==> config.mk <==
export PLATFORM = sky130hd
export DESIGN_NAME = ddr_init_sequencer
export DESIGN_NICKNAME = d
export VERILOG_FILES = /design/src/rtl/ddr_init_sequencer.sv
export SDC_FILE = /design/constraint.sdc
export NUM_CORES = 1
export LEC_CHECK = 0
export CAP_MARGIN = 10
export CORE_ASPECT_RATIO = 1.2
export CORE_UTILIZATION = 54
export DETAILED_ROUTE_END_ITERATION = 16
export GPL_ROUTABILITY_DRIVEN = 0
export PLACE_DENSITY = 0.86
export SLEW_MARGIN = 20
export SYNTH_ARGS = -nofsm -noshare
export SYNTH_HDL_FRONTEND = slang
export SYNTH_SLANG_ARGS = --single-unit
==> constraint.sdc <==
create_clock -name clock_t -period 7.2 [get_ports clock_t]
set_clock_uncertainty 0.05 [all_clocks]
set_input_delay 1.08 -clock clock_t [delete_from_list [all_inputs] [get_ports clock_t]]
set_output_delay 1.08 -clock clock_t [all_outputs]
set_load 0.01 [all_outputs]
==> src/rtl/ddr_init_sequencer.sv <==
// DDR4 power-up/initialisation command sequencer: reset, CKE, MRS3/6/5/4/2/1/0, ZQCL, tZQ, done.
// Optional DDR_INIT_RESTART_EN adds a 'restart' input that re-runs the sequence from DONE.
module ddr_init_sequencer #(
  parameter int unsigned T_RST   = 20,
  parameter int unsigned T_CKE_L = 50,
  parameter int unsigned T_IS    = 1,
  parameter int unsigned T_XPR   = 10,
  parameter int unsigned T_MRD   = 8,
  parameter int unsigned T_MOD   = 24,
  parameter int unsigned T_ZQ    = 512,
  parameter int unsigned CNT_W   = 16
) (
  input  logic        clock_t,
  input  logic        reset_n,
`ifdef DDR_INIT_RESTART_EN
  input  logic        restart,
`endif
  output logic [2:0]  mr_idx,
  input  logic [13:0] mr_value,
  output logic        ddr_reset_n,
  output logic        cke,
  output logic        cs_n,
  output logic        act_n,
  output logic        ras_n_a16,
  output logic        cas_n_a15,
  output logic        we_n_a14,
  output logic [1:0]  bg_addr,
  output logic [1:0]  ba_addr,
  output logic [13:0] addr,
  output logic        init_done
);

  localparam longint unsigned MaxCnt = 64'(1) << CNT_W;

  if (T_RST == 0 || T_CKE_L == 0 || T_IS == 0 || T_XPR == 0 || T_MRD == 0 || T_MOD == 0 ||
      T_ZQ == 0) begin : g_zero_param
    $error("ddr_init_sequencer: delay parameters must be non-zero");
  end
  // The wait after an MRS needs one cycle so the next mr_idx reaches the config block.
  if (T_MRD < 2 || T_MOD < 2) begin : g_short_gap
    $error("ddr_init_sequencer: T_MRD and T_MOD must be at least 2");
  end
  if (64'(T_RST) >= MaxCnt || 64'(T_CKE_L) >= MaxCnt || 64'(T_IS) + 64'(T_XPR) >= MaxCnt ||
      64'(T_MRD) >= MaxCnt || 64'(T_MOD) >= MaxCnt || 64'(T_ZQ) >= MaxCnt) begin : g_cnt_width
    $error("ddr_init_sequencer: delay parameter does not fit in CNT_W bits");
  end

  localparam logic [CNT_W-1:0] LdRst = CNT_W'(T_RST);
  localparam logic [CNT_W-1:0] LdCke = CNT_W'(T_CKE_L);
  localparam logic [CNT_W-1:0] LdXpr = CNT_W'(T_IS + T_XPR);
  localparam logic [CNT_W-1:0] LdMrd = CNT_W'(T_MRD - 1);
  localparam logic [CNT_W-1:0] LdMod = CNT_W'(T_MOD - 1);
  localparam logic [CNT_W-1:0] LdZq  = CNT_W'(T_ZQ);
  localparam logic [CNT_W-1:0] One   = CNT_W'(1);

  // {cs_n, act_n, ras_n_a16, cas_n_a15, we_n_a14}
  localparam logic [4:0] CmdDes  = 5'b11111;
  localparam logic [4:0] CmdMrs  = 5'b01000;
  localparam logic [4:0] CmdZqcl = 5'b01110;

  typedef enum logic [3:0] {
    StRstLow, StCkeWait, StXprWait, StMrs, StMrdWait, StModWait, StZqcl, StZqWait, StDone
  } state_e;

  state_e             state_q, state_d;
  logic [CNT_W-1:0]   cnt_q, cnt_d;
  logic [2:0]         mr_idx_q, mr_idx_d;
  logic               rstn_q, rstn_d, cke_q, cke_d, done_q, done_d;
  logic [4:0]         cmd_q, cmd_d;
  logic [1:0]         bg_q, bg_d, ba_q, ba_d;
  logic [13:0]        addr_q, addr_d;
  logic               expire;
  logic [2:0]         mr_next;

  assign expire = (cnt_q == One);

  always_comb begin
    case (mr_idx_q)
      3'd3:    mr_next = 3'd6;
      3'd6:    mr_next = 3'd5;
      3'd5:    mr_next = 3'd4;
      3'd4:    mr_next = 3'd2;
      3'd2:    mr_next = 3'd1;
      default: mr_next = 3'd0;
    endcase
  end

  always_ff @(posedge clock_t) begin
    if (!reset_n) begin
      state_q  <= StRstLow;
      cnt_q    <= '0;
      mr_idx_q <= 3'd3;
      rstn_q   <= 1'b0;
      cke_q    <= 1'b0;
      done_q   <= 1'b0;
      cmd_q    <= CmdDes;
      bg_q     <= '0;
      ba_q     <= '0;
      addr_q   <= '0;
    end else begin
      state_q  <= state_d;
      cnt_q    <= cnt_d;
      mr_idx_q <= mr_idx_d;
      rstn_q   <= rstn_d;
      cke_q    <= cke_d;
      done_q   <= done_d;
      cmd_q    <= cmd_d;
      bg_q     <= bg_d;
      ba_q     <= ba_d;
      addr_q   <= addr_d;
    end
  end

  // Each wait state leaves exactly N edges after the edge that loaded N.
  always_comb begin
    state_d  = state_q;
    mr_idx_d = mr_idx_q;
    cnt_d    = (cnt_q != '0) ? cnt_q - One : cnt_q;
    unique case (state_q)
      StRstLow: begin
        if (cnt_q == '0) begin
          cnt_d = LdRst;
        end else if (expire) begin
          state_d = StCkeWait;
          cnt_d   = LdCke;
        end
      end
      StCkeWait: if (expire) begin
        state_d = StXprWait;
        cnt_d   = LdXpr;
      end
      StXprWait: if (expire) state_d = StMrs;
      StMrs: begin
        if (mr_idx_q == 3'd0) begin
          state_d = StModWait;
          cnt_d   = LdMod;
        end else begin
          state_d  = StMrdWait;
          cnt_d    = LdMrd;
          mr_idx_d = mr_next;
        end
      end
      StMrdWait: if (expire) state_d = StMrs;
      StModWait: if (expire) state_d = StZqcl;
      StZqcl: begin
        state_d = StZqWait;
        cnt_d   = LdZq;
      end
      StZqWait: if (expire) state_d = StDone;
      StDone: begin
`ifdef DDR_INIT_RESTART_EN
        if (restart) begin
          state_d  = StRstLow;
          cnt_d    = LdRst;
          mr_idx_d = 3'd3;
        end
`endif
      end
      default: begin
        state_d = StRstLow;
        cnt_d   = '0;
      end
    endcase
  end

  // Pins are registered from the next state, so a command shows the cycle after its decision.
  always_comb begin
    rstn_d = (state_d != StRstLow);
    cke_d  = !(state_d inside {StRstLow, StCkeWait});
    done_d = (state_d == StDone);
    cmd_d  = CmdDes;
    bg_d   = '0;
    ba_d   = '0;
    addr_d = '0;
    case (state_d)
      StMrs: begin
        cmd_d  = CmdMrs;
        bg_d   = {1'b0, mr_idx_q[2]};
        ba_d   = mr_idx_q[1:0];
        addr_d = mr_value;
      end
      StZqcl: begin
        cmd_d  = CmdZqcl;
        addr_d = 14'h0400;
      end
      default: ;
    endcase
  end

  assign mr_idx      = mr_idx_q;
  assign ddr_reset_n = rstn_q;
  assign cke         = cke_q;
  assign init_done   = done_q;
  assign {cs_n, act_n, ras_n_a16, cas_n_a15, we_n_a14} = cmd_q;
  assign bg_addr     = bg_q;
  assign ba_addr     = ba_q;
  assign addr        = addr_q;

endmodule

==> flow_metrics.py, run 1 <==
metrics = {
    "yosys": {
        "ys_ff_latch": 45,
        "synth_edf_count": 0,
        "mappedNetlistArea_mm2": 0.00217,
        "synth_nets": 260,
        "yosysSeqAreaShare_pct": 41.5,
        "ys_async_sr_fraction_pct": 0,
        "synth_flop_cell": "dfxtp_1",
        "synth_cell_types": 50,
        "avgSynthCellArea_um2": 8.97,
        "syn_inst": 242,
        "synth_warnings": 0,
    },
    "job": {
        "maxCapViolCount": 0,
    },
    "cts": {
        "cts_tree": "done",
        "cts_max_level": 2,
        "insertion_delay_ps": 300,
        "clk_pin_slew_ps": 80,
        "cts.repair.resized": 0,
        "cts_buffers": 5,
        "ctsHoldBuffers": 0,
        "post_cts_buffers": 0,
        "cts_max_path_buffers": 2,
        "clock-sinks": 45,
        "clockRootBuffer": "clkbuf_8",
    },
    "worst_setup_path": {
        "cpPeakStageDelay_ps": 720,
        "crit_slowest_cell": "or4_1",
        "worstPathRequired_ps": 7390,
        "ff2ff_setup_slack_ps": 4290,
        "crit_path_max_fanout": 18,
        "worst_ep_arrival_time_ps": 3090,
        "rr_endpoint": "addr[5]",
        "reg2reg_depth": 5,
        "startpoint_type": "flop",
        "timing.rr.start": "cnt_q[4]",
        "startpoint": "cnt_q[4]",
        "timing_worst_setup_path_type": "flop to flop",
        "endpoint": "addr[5]",
        "critPathCaptureType": "flop",
        "path_cells": "or4_1 > nor4_4 > mux2i_1 > o21a_4 > and2_1",
    },
    "route": {
        "wire_per_inst_um": 13.2,
        "firstDrtPassIters": 4,
        "vias": 1800,
        "drt_iter0_drc": 64,
        "route.detailed.drc": 0,
        "wirelength_um": 4280,
        "antenna_left": 0,
        "viasPerCell": 5.54,
    },
    "die": {
        "start_util_pct": 57.8,
        "ioPinCount": 45,
        "die_h_um": 71.5,
        "dieWidth_um": 59.9,
        "core-area_mm2": 0.00375,
        "die_area_mm2": 0.00428,
        "rows": 24,
    },
    "global_routing": {
        "overflow": 0,
        "track_usage_pct": 21.2,
        "grt_max_degree": 19,
        "grt_pass1_wl_um": 6970,
        "antenna_found_initial": 0,
        "grt_pass1_vias": 1605,
    },
    "min_path": {
        "hp-class": "flop to flop",
    },
    "placement": {
        "port_buffers": 42,
        "placed_cells": 317,
        "dpl_cell_area_mm2": 0.00255,
        "hpwl_um": 3100,
    },
    "sta": {
        "fin_crit_sh_pct": 40.4,
        "rsz0062_at_grt": "no",
        "fmax_mhz": 344,
        "whs_ps": 427,
        "fin_setup_tns_ps": 0,
        "drv_slew": 0,
        "setup_viol": 0,
        "timing.final.crit_period_ps": 2910,
        "worst_pin_slew_ps": 859,
        "finalHoldViolations": 0,
        "slew_headroom_pct": 42.2,
    },
    "finish": {
        "final_core_util_pct": 71.1,
        "nets": 290,
        "stdcell_count": 325,
        "area.growth.synth_to_final_pct": 22.9,
        "layout-drive-gt1-share_pct": 10.6,
        "fin_area_mm2": 0.00267,
        "n_fill_cell": 295,
        "antenna_cells": 0,
    },
    "power_and_ir_drop": {
        "powerDensity_mw_per_mm2": 360,
        "p_leak_nw": 0.953,
        "vdd_drop_max_uv": 291,
    },
    "status": {
        "status": "finished, final reports clean",
    },
}
stage by stage:
stage	setup slack (ps)	total power, mW
after floorplan	4770	0.709
after global placement	4310	0.757
after detailed placement	4230	0.765
after CTS	4300	0.964
after global routing	4140	1.02
final	4290	0.962
flip-flops by register name, indices dropped and copies added (netlist names):
register     count
mr_idx           3
cmd_q            2
init_done        1
addr            14
ddr_reset_n      1
cnt_q           16
ba_addr          2
state_q          4
bg_addr          1
cke              1
layout make-up:
cell class / instances / area (µm²) / share of cell area (%)
Timing Repair Buffer: 43 / 428 / 16.0
Sequential cell: 45 / 901 / 33.8
Clock inverter: 2 / 37.5 / 1.41
Clock buffer: 6 / 82.6 / 3.09
Multi-Input combinational cell: 170 / 1130 / 42.3
Tap cell: 52 / 65.1 / 2.44
Inverter: 7 / 26.3 / 0.985
report_power, final:
part / leakage (nW) / switching, mW / internal [mW]
clock network: 0.0574 / 0.0835 / 0.113
logic: 0.531 / 0.240 / 0.189
registers: 0.365 / 0.0469 / 0.290
total: 0.953 / 0.371 / 0.591
synth_stat cells (3+ instances only):
cell type | number | share of area (%)
nand2_1 | 19 | 3.3
dfxtp_1 | 45 | 41
clkbuf_1 | 11 | 1.9
o21ai_0 | 8 | 1.8
xnor2_1 | 9 | 3.6
nand3_1 | 5 | 1.2
a21boi_0 | 3 | 1.0
or4_1 | 3 | 1.0
xor2_1 | 6 | 2.4
inv_1 | 6 | 1.0
nor2_1 | 19 | 3.3
and2_4 | 8 | 3.2
buf_4 | 4 | 1.4
a21oi_1 | 12 | 2.8
o22ai_1 | 4 | 1.2
nor4_1 | 12 | 3.5
nor2b_1 | 5 | 1.4
nor3_1 | 6 | 1.4
buf_6 | 3 | 1.6
and2_1 | 10 | 2.9
how the worst min path moves through the flow:
stage	from	endpoint	slack [ps]	depth (start not counted)
3_5_place_dp	cnt_q[7]	cnt_q[7]	410	2
6_report	cnt_q[7]	cnt_q[7]	430	2
5_1_grt	cnt_q[7]	cnt_q[7]	460	2
4_1_cts	cnt_q[7]	cnt_q[7]	430	2
2_1_floorplan	cnt_q[7]	cnt_q[7]	390	2
3_3_place_gp	cnt_q[7]	cnt_q[7]	400	2
kinds of logic after synthesis:
kind of cell / count (synthesis) / synth area share (%)
AO/OA/AOI/OAI: 46 / 15.0
XOR/XNOR: 15 / 6.05
adder cells (fa/ha/maj): 2 / 1.15
buffers and inverters: 27 / 6.51
flip-flops: 45 / 41.5
multiplexers: 3 / 1.44
other: 2 / 0.346
AND/OR/NAND/NOR: 102 / 28.0
metal layers:
metal | GRT usage, % | share of wire [%]
met5 | 0 | 0
met4 | 6.98 | 1.4
met3 | 5.42 | 7.1
met2 | 35.9 | 46
met1 | 25.8 | 45
critical path: cells and delay by family (launching register included):
family,cells,cell delay [ps]
compound gates,1,300
flops,1,360
mux,1,540
simple gates,3,1590
cell usage in the layout, fill, tap and decap left out, drive strengths merged, types with 3 or more instances in the layout:
| cell | netlist | layout |
|---|---|---|
| nor4 | 13 | 13 |
| inv | 7 | 7 |
| clkdlybuf4s50 | 0 | 42 |
| a21oi | 12 | 12 |
| o21ai | 9 | 9 |
| o22ai | 4 | 4 |
| nand3 | 5 | 5 |
| clkbuf | 11 | 6 |
| a21boi | 3 | 3 |
| xnor2 | 9 | 9 |
| xor2 | 6 | 6 |
| nand2 | 19 | 19 |
| or4 | 5 | 5 |
| nor2b | 5 | 5 |
| dfxtp | 45 | 45 |
| and2 | 18 | 18 |
| nor2 | 19 | 19 |
| nor3 | 6 | 6 |
No activity file was read; power rests on OpenSTA's default activity.
==> inputs of run 2 (changes only) <==
- CORE_UTILIZATION: 54 -> 46
- PLACE_DENSITY: 0.86 -> 0.78
- clock period: 7.2 -> 2.5 ns (I/O delays scaled with it)
==> run 2 against run 1 <==
Register-to-register slack worse by 4200 ps. Combinational power rose to 3.2 times the previous value. Total power grew to 2.9 times the previous value. Cell area increased by 4.0%. Critical endpoint is now cnt_q[2]. Cell count up 6.5%. Largest cell class unchanged. Sequential cell count did not move. Via count is 4.4% higher. Critical path type unchanged.
==> flow_metrics.py, run 2 (synthesized netlist as in run 1, its figures left out) <==
metrics = {
    "placement": {
        "dpl_cell_area_mm2": 0.00267,
        "port_buffers": 42,
        "place_ws_ps": 51.6,
        "hpwl_um": 3270,
        "placed_cells": 338,
    },
    "route": {
        "vias": 1880,
        "firstDrtPassIters": 4,
        "wirelength_um": 4500,
        "drt_iter0_drc": 102,
        "viasPerCell": 5.43,
        "route.detailed.drc": 0,
        "wire_per_inst_um": 13.0,
        "antenna_left": 0,
    },
    "worst_setup_path": {
        "crit_path_max_fanout": 8,
        "worstPathRequired_ps": 2640,
        "startpoint": "cnt_q[0]",
        "critPathCaptureType": "flop",
        "timing_worst_setup_path_type": "flop to flop",
        "worst_ep_arrival_time_ps": 2510,
        "rr_endpoint": "cnt_q[2]",
        "timing.rr.start": "cnt_q[0]",
        "startpoint_type": "flop",
        "ff2ff_setup_slack_ps": 130,
        "endpoint": "cnt_q[2]",
        "reg2reg_depth": 7,
    },
    "global_routing": {
        "antenna_found_initial": 0,
        "track_usage_pct": 18.7,
        "overflow": 0,
        "grt_pass1_vias": 1707,
        "grt_pass1_wl_um": 7380,
        "grt_max_degree": 19,
    },
    "cts": {
        "cts_tree": "done",
        "cts.repair.resized": 0,
        "ctsHoldBuffers": 0,
        "cts_max_path_buffers": 2,
        "cts_buffers": 5,
        "post_cts_buffers": 0,
        "clk_pin_slew_ps": 80,
        "insertion_delay_ps": 290,
        "clockRootBuffer": "clkbuf_8",
        "clock-sinks": 45,
        "cts_max_level": 2,
    },
    "min_path": {
        "min_from": "cnt_q[7]",
        "hp-class": "flop to flop",
    },
    "die": {
        "dieWidth_um": 64.7,
        "core-area_mm2": 0.00456,
        "rows": 27,
        "die_h_um": 77.3,
        "ioPinCount": 45,
        "start_util_pct": 47.6,
        "die_area_mm2": 0.00500,
    },
    "sta": {
        "whs_ps": 449,
        "finalHoldViolations": 0,
        "setup_ws_ps": 127,
        "timing.final.crit_period_ps": 2370,
        "setup_viol": 0,
        "fmax_mhz": 421,
        "worst_pin_slew_ps": 744,
        "drv_slew": 0,
        "fin_setup_tns_ps": 0,
        "slew_headroom_pct": 49.9,
        "rsz0062_at_grt": "no",
        "fin_crit_sh_pct": 94.9,
    },
    "status": {
        "status": "finished, final reports clean",
    },
    "finish": {
        "top_register": "cnt_q",
        "layout_common_cells": "dfxtp_1 (45), clkdlybuf4s50_1 (42), nor2_1 (19), nand2_1 (18), buf_4 (16)",
        "nets": 305,
        "antenna_cells": 0,
        "layout-drive-gt1-share_pct": 16.0,
        "largest_register_ffs": 16,
        "area.growth.synth_to_final_pct": 27.9,
        "stdcell_count": 346,
        "n_fill_cell": 387,
        "fin_area_mm2": 0.00278,
        "final_core_util_pct": 60.9,
        "mostFrequentLayoutCell": "dfxtp_1",
    },
    "job": {
        "maxCapViolCount": 0,
    },
    "power_and_ir_drop": {
        "vdd_drop_max_uv": 873,
        "powerDensity_mw_per_mm2": 1020,
        "p_leak_nw": 1.03,
        "total_power_mw": 2.82,
    },
}
[run 2: worst max-delay path, stage by stage (launching register included)]
cell and delay, ps:
dfxtp_1 340, inv_1 100, ha_1 180, or3b_2 520, or4_4 620, o21ai_0 170, o211ai_1 90, and4b_1 200
[run 2: final cells by class]
type | count | area (µm²) | area share, %
flip-flops and latches | 45 | 901 | 32.4
multi-input cells | 170 | 1130 | 40.9
clock inverters | 1 | 5.00 | 0.180
inverters | 7 | 26.3 | 0.946
clock buffers | 7 | 96.3 | 3.47
well taps | 58 | 72.6 | 2.61
repair buffers | 58 | 541 | 19.5
[run 2: routing by layer]
metal,part of all wire (%),vias to the layer above,routed length [µm],GRT usage (%)
li1,-,933,-,-
met1,44,869,1960,22.2
met2,48,63,2180,30.9
met3,5.1,15,230,4.61
met4,2.7,0,123,8.67
met5,0,-,0,0
[run 2: worst min path at each step]
stage	to	depth (start not counted)
after floorplan	cnt_q[7]	2
after CTS	cnt_q[7]	2
after detailed placement	cnt_q[7]	2
after global routing	cnt_q[7]	2
after global placement	cnt_q[7]	2
final	cnt_q[7]	2
[run 2: power breakdown]
group	internal [mW]	switching, mW	leakage (nW)	total [mW]
registers	0.835	0.124	0.365	0.958
logic	0.637	0.746	0.607	1.38
clock network	0.250	0.230	0.0542	0.480
